**config.mk**
```make
export PLATFORM = sky130hd
export DESIGN_NAME = lut_stream_writer
export DESIGN_NICKNAME = d
export VERILOG_FILES = /design/src/rtl/lut_stream_writer.sv
export SDC_FILE = /design/constraint.sdc
export NUM_CORES = 2
export LEC_CHECK = 0
export BUFFER_PORTS_ARGS = -buffer_cell sky130_fd_sc_hd__buf_2
export CAP_MARGIN = 20
export CORE_MARGIN = 1.5
export CORE_UTILIZATION = 40
export DETAILED_ROUTE_END_ITERATION = 7
export GPL_ROUTABILITY_DRIVEN = 1
export RECOVER_POWER = 100
export SYNTH_ARGS = -nofsm -noshare
export SYNTH_HDL_FRONTEND = slang
export SYNTH_SLANG_ARGS = --single-unit
```
**constraint.sdc**
```tcl
create_clock -name in_clk -period 5.8 [get_ports in_clk]
set_input_delay 1.16 -clock in_clk [delete_from_list [all_inputs] [get_ports in_clk]]
set_output_delay 1.16 -clock in_clk [all_outputs]
set_load 0.005 [all_outputs]
```
**src/rtl/lut_stream_writer.sv**
```systemverilog
// RAM-backed lookup table reprogrammed from a framed byte stream (addr, len-1, data...).
// Synchronous read port with one cycle of latency, read-first on a same-address write.
module lut_stream_writer #(
  parameter int LUT_ADDR_WIDTH = 8,
  parameter int LUT_DATA_WIDTH = 8
) (
  input  logic                      in_clk,
  input  logic                      in_rst_n,
  input  logic [7:0]                in_byte,
  input  logic                      in_byte_valid,
  output logic                      out_byte_ready,
  input  logic                      in_abort,
  input  logic [LUT_ADDR_WIDTH-1:0] in_rd_addr,
  output logic [LUT_DATA_WIDTH-1:0] out_rd_data,
  output logic                      out_busy,
  output logic                      out_done,
  output logic                      out_err,
  output logic [8:0]                out_wr_count
);

  localparam int DEPTH = 2 ** LUT_ADDR_WIDTH;

  typedef enum logic [1:0] {
    S_ADDR = 2'd0,
    S_LEN  = 2'd1,
    S_DATA = 2'd2,
    S_DONE = 2'd3
  } state_t;

  state_t                      state_q, state_d;
  logic [LUT_ADDR_WIDTH-1:0]   wr_addr_q, wr_addr_d;
  logic [7:0]                  remaining_q, remaining_d;
  logic [8:0]                  wr_count_q, wr_count_d;
  logic                        done_q, done_d;
  logic                        err_q, err_d;
  logic [LUT_DATA_WIDTH-1:0]   rd_data_q;
  logic                        wr_en;
  logic                        xfer;

  logic [LUT_DATA_WIDTH-1:0]   mem [DEPTH];

  assign out_byte_ready = (state_q != S_DONE);
  assign xfer           = in_byte_valid & out_byte_ready;

  always_comb begin
    state_d     = state_q;
    wr_addr_d   = wr_addr_q;
    remaining_d = remaining_q;
    wr_count_d  = wr_count_q;
    err_d       = 1'b0;
    wr_en       = 1'b0;
    // Abort wins over any byte presented in the same cycle.
    if (in_abort) begin
      state_d = S_ADDR;
      err_d   = (state_q == S_LEN) || (state_q == S_DATA);
    end else begin
      case (state_q)
        S_ADDR: if (xfer) begin
          wr_addr_d  = in_byte[LUT_ADDR_WIDTH-1:0];
          wr_count_d = 9'd0;
          state_d    = S_LEN;
        end
        S_LEN: if (xfer) begin
          remaining_d = in_byte;
          state_d     = S_DATA;
        end
        S_DATA: if (xfer) begin
          wr_en      = 1'b1;
          wr_addr_d  = wr_addr_q + LUT_ADDR_WIDTH'(1);
          wr_count_d = wr_count_q + 9'd1;
          if (remaining_q == 8'd0) state_d = S_DONE;
          else                     remaining_d = remaining_q - 8'd1;
        end
        S_DONE: state_d = S_ADDR;
        default: state_d = S_ADDR;
      endcase
    end
    done_d = (state_d == S_DONE);
  end

  always_ff @(posedge in_clk or negedge in_rst_n) begin
    if (!in_rst_n) begin
      state_q     <= S_ADDR;
      wr_addr_q   <= '0;
      remaining_q <= 8'd0;
      wr_count_q  <= 9'd0;
      done_q      <= 1'b0;
      err_q       <= 1'b0;
    end else begin
      state_q     <= state_d;
      wr_addr_q   <= wr_addr_d;
      remaining_q <= remaining_d;
      wr_count_q  <= wr_count_d;
      done_q      <= done_d;
      err_q       <= err_d;
    end
  end

  // Array carries no reset so it maps onto a simple dual-port block RAM.
  always_ff @(posedge in_clk) begin
    if (wr_en) mem[wr_addr_q] <= LUT_DATA_WIDTH'(in_byte);
  end

  always_ff @(posedge in_clk or negedge in_rst_n) begin
    if (!in_rst_n) rd_data_q <= '0;
    else           rd_data_q <= mem[in_rd_addr];
  end

  assign out_rd_data  = rd_data_q;
  assign out_busy     = (state_q != S_ADDR);
  assign out_done     = done_q;
  assign out_err      = err_q;
  assign out_wr_count = wr_count_q;

endmodule

```
==> flow_metrics.env <==
export IMPL_status="finished, violations left"
export IMPL_violations="capacitance limit, slew limit"
export IMPL_cts_resized_gates=0
export IMPL_clock_path_buffers=3
export IMPL_clk_pin_slew_worst_paths_ns=0.06
export IMPL_hold_ws_ns=0.204
export IMPL_die_h_um=454
export IMPL_clk_latency_ns=0.85
export IMPL_area_growth_pct=11.5
export IMPL_async_flop_share_pct=1.77
export IMPL_grt_pass1_vias=40507
export IMPL_cts_sinks=2085
export IMPL_die_w_um=454
export IMPL_wl_per_cell_um=29.1
export IMPL_netlist_area_sq_um=81500
export IMPL_synth_top_area_cell="edfxtp_1"
export IMPL_end_kind="flop"
export IMPL_p_per_area_nw_per_um2=345
export IMPL_drtIter0Drc=4740
export IMPL_cp_slowest_stage_delay_ns=3.35
export IMPL_rsz0062_at_grt="false"
export IMPL_numCtsBuffers=205
export IMPL_wl_mm=204
export IMPL_slowest_stage="clkdlybuf4s25_1"
export IMPL_worstPathRequired_ns=6.35
export IMPL_grt_overflow=0
export IMPL_grt_pass1_wl_mm=293
export IMPL_rows=165
export IMPL_dp_hpwl_mm=120
export IMPL_critical_path_max_fanout=108
export IMPL_port_buffers=40
export IMPL_start_util_pct=40.3
export IMPL_synth_ff_type="edfxtp_1"
export IMPL_worst_pin_slew_ns=4.78
export IMPL_fin_tns_setup_ns=0
export IMPL_p_leak_nw=28.1
export IMPL_die_area_sq_um=206000
export IMPL_io_pins=41
export IMPL_place_congestion=0.829
export IMPL_drtAntennaViolNets=0
export IMPL_clock_fmax_ghz=0.201
export IMPL_cts_root_buf="clkbuf_16"
export IMPL_cp_start_kind="input port"
export IMPL_drive_gt1_share_pct=18.8
export IMPL_finClkSkew_ns=0.0418
export IMPL_synth_cells=4023
export IMPL_nNetsFinal=4175
export IMPL_cp_arrival_ns=5.52
export IMPL_grtUsageTotal_pct=19.6
export IMPL_yosysWarningCount=0
export IMPL_vdd_drop_max_v=0.000347
export IMPL_antenna_found_initial=5
export IMPL_first_pass_iters=5
export IMPL_remaining_drc_errors=0
export IMPL_synth_distinct_cells=66
export IMPL_stdcell_count=6985
export IMPL_critPathTopFamily="buffers and inverters"
export IMPL_synth_area_leaders="edfxtp_1, mux4_2, mux2i_1"
export IMPL_placed_cells=6606
export IMPL_drt_vias_per_instance=5.82
export IMPL_path_buf_inv=2
export IMPL_yosysSeqAreaShare_pct=76.6
export IMPL_finalHoldViolations=0
export IMPL_core_sq_um=202000
export IMPL_layout_common_cells="edfxtp_1, mux4_2, nor2_1"
export IMPL_hold_buffers=0
export IMPL_synth_nets=4055
export IMPL_drv_cap=25
export IMPL_htreeDepth=4
export IMPL_post_cts_buffers=0
export IMPL_critical_path_class="input port to flop"
export IMPL_vias=40621
export IMPL_grt_max_degree=156
export IMPL_final_max_slew_viol_count=1114
export IMPL_final_common_cell="edfxtp_1"
export IMPL_avgSynthCellArea_sq_um=20.3
export IMPL_synth_edff_count=2048
export IMPL_tritoncts="built"
export IMPL_ys_seq_elements=2085
export IMPL_finalCritPeriodShare_pct=85.6
export IMPL_setup_viol=0
export IMPL_synth_top_cell_area_share_pct=75.4
export IMPL_fin_crit_ns=4.96
export IMPL_crit_chain="clkdlybuf4s25_1, buf_4"
export IMPL_slew_limit_headroom_pct=-218
export IMPL_holdCritPathClass="input port to async pin"
[sequential cells by signal, indices dropped and copies added, names as in the netlist]
name,flops
out_err,1
mem,2048
out_rd_data,8
out_done,1
state_q,2
remaining_q,8
out_wr_count,9
wr_addr_q,8
[metrics by stage]
| step | utilization [%] | total power [mW] | area [sq um] | setup slack [ns] |
|---|---|---|---|---|
| 2_1_floorplan | - | 18.0 | 81500 | 2.77 |
| 3_3_place_gp | 41.8 | 18.9 | 84600 | 0.417 |
| 3_5_place_dp | 41.9 | 18.9 | 84700 | 0.726 |
| 4_1_cts | 45.0 | 31.5 | 91100 | 1.44 |
| 5_1_grt | 44.9 | 32.2 | 90900 | 0.600 |
| 6_report | 44.9 | 31.4 | 90900 | 0.837 |
[cells in the mapped netlist, types with 6 or more instances]
master / n
edfxtp_1: 2048
mux4_2: 399
nor2_1: 291
mux2i_1: 222
a22oi_1: 116
a21oi_1: 113
clkbuf_1: 100
nand2_1: 58
o221ai_1: 53
buf_2: 46
buf_6: 45
o21ai_0: 43
nor4_1: 39
nor3_1: 38
dfrtp_1: 37
o22ai_1: 36
buf_4: 34
a221oi_1: 32
nand3_1: 30
a22o_1: 24
inv_1: 15
nor2b_1: 15
o211ai_1: 15
nand2b_1: 14
and2_1: 12
ha_1: 12
a211oi_1: 9
a31oi_1: 9
nand4_1: 9
a41oi_1: 8
buf_12: 8
buf_8: 8
o22a_1: 8
a21boi_1: 7
a2bb2oi_1: 7
a31o_1: 7
or2_1: 6
[power by group]
| part | internal, mW | switching [mW] | total, mW |
|---|---|---|---|
| clock | 7.15 | 5.61 | 12.8 |
| sequential | 16.6 | 0.140 | 16.8 |
| combinational | 0.565 | 1.27 | 1.84 |
| total | 24.4 | 7.02 | 31.4 |
[per-layer routing]
metal | wire length (um) | GRT usage (%) | vias to the layer above
met1 | 84000 | 27.7 | 21651
met5 | 0 | 0 | -
met2 | 97900 | 31.1 | 1697
met4 | 5540 | 5.71 | 0
li1 | - | - | 16973
met3 | 16000 | 3.60 | 300
[area by class of cell]
type	count	area (sq um)
fill	17080	111000
sequential	2085	62400
multi-input combinational	1675	17400
clock buffer	265	5420
tap	2672	3340
timing repair buffer	160	1270
clock inverter	108	935
inverter	16	60.1
antenna	4	10.0
[final timing paths]
kind	from	end	slack, ns	cells after the start
hold / removal	in_rst_n	remaining_q[1]	0.20	1
max in group asynchronous	in_rst_n	out_rd_data[2]	3.10	2
setup / recovery	in_byte[4]	mem[80][4]	0.84	2
hold reg to reg	out_wr_count[1]	out_wr_count[1]	0.52	2
min in group in_clk	out_wr_count[1]	out_wr_count[1]	0.52	2
setup reg to reg	state_q[0]	mem[48][2]	0.86	7
[kinds of logic (layout without fill, tap and decap cells)]
group                      after synthesis  in the layout  synth area share (%)
adders and majority gates               12             12                 0.184
DFF                                   2085           2085                  76.6
other                                    0              4                     0
xor gates and xnor gates                 1              1                0.0107
and+or+nand+nor                        540            540                  3.03
muxes                                  622            622                  13.8
AOI/OAI and AO/OA                      500            500                  4.29
buffers and inverters                  263            549                  2.13
Note: power is estimated with default switching activity, not from simulation.
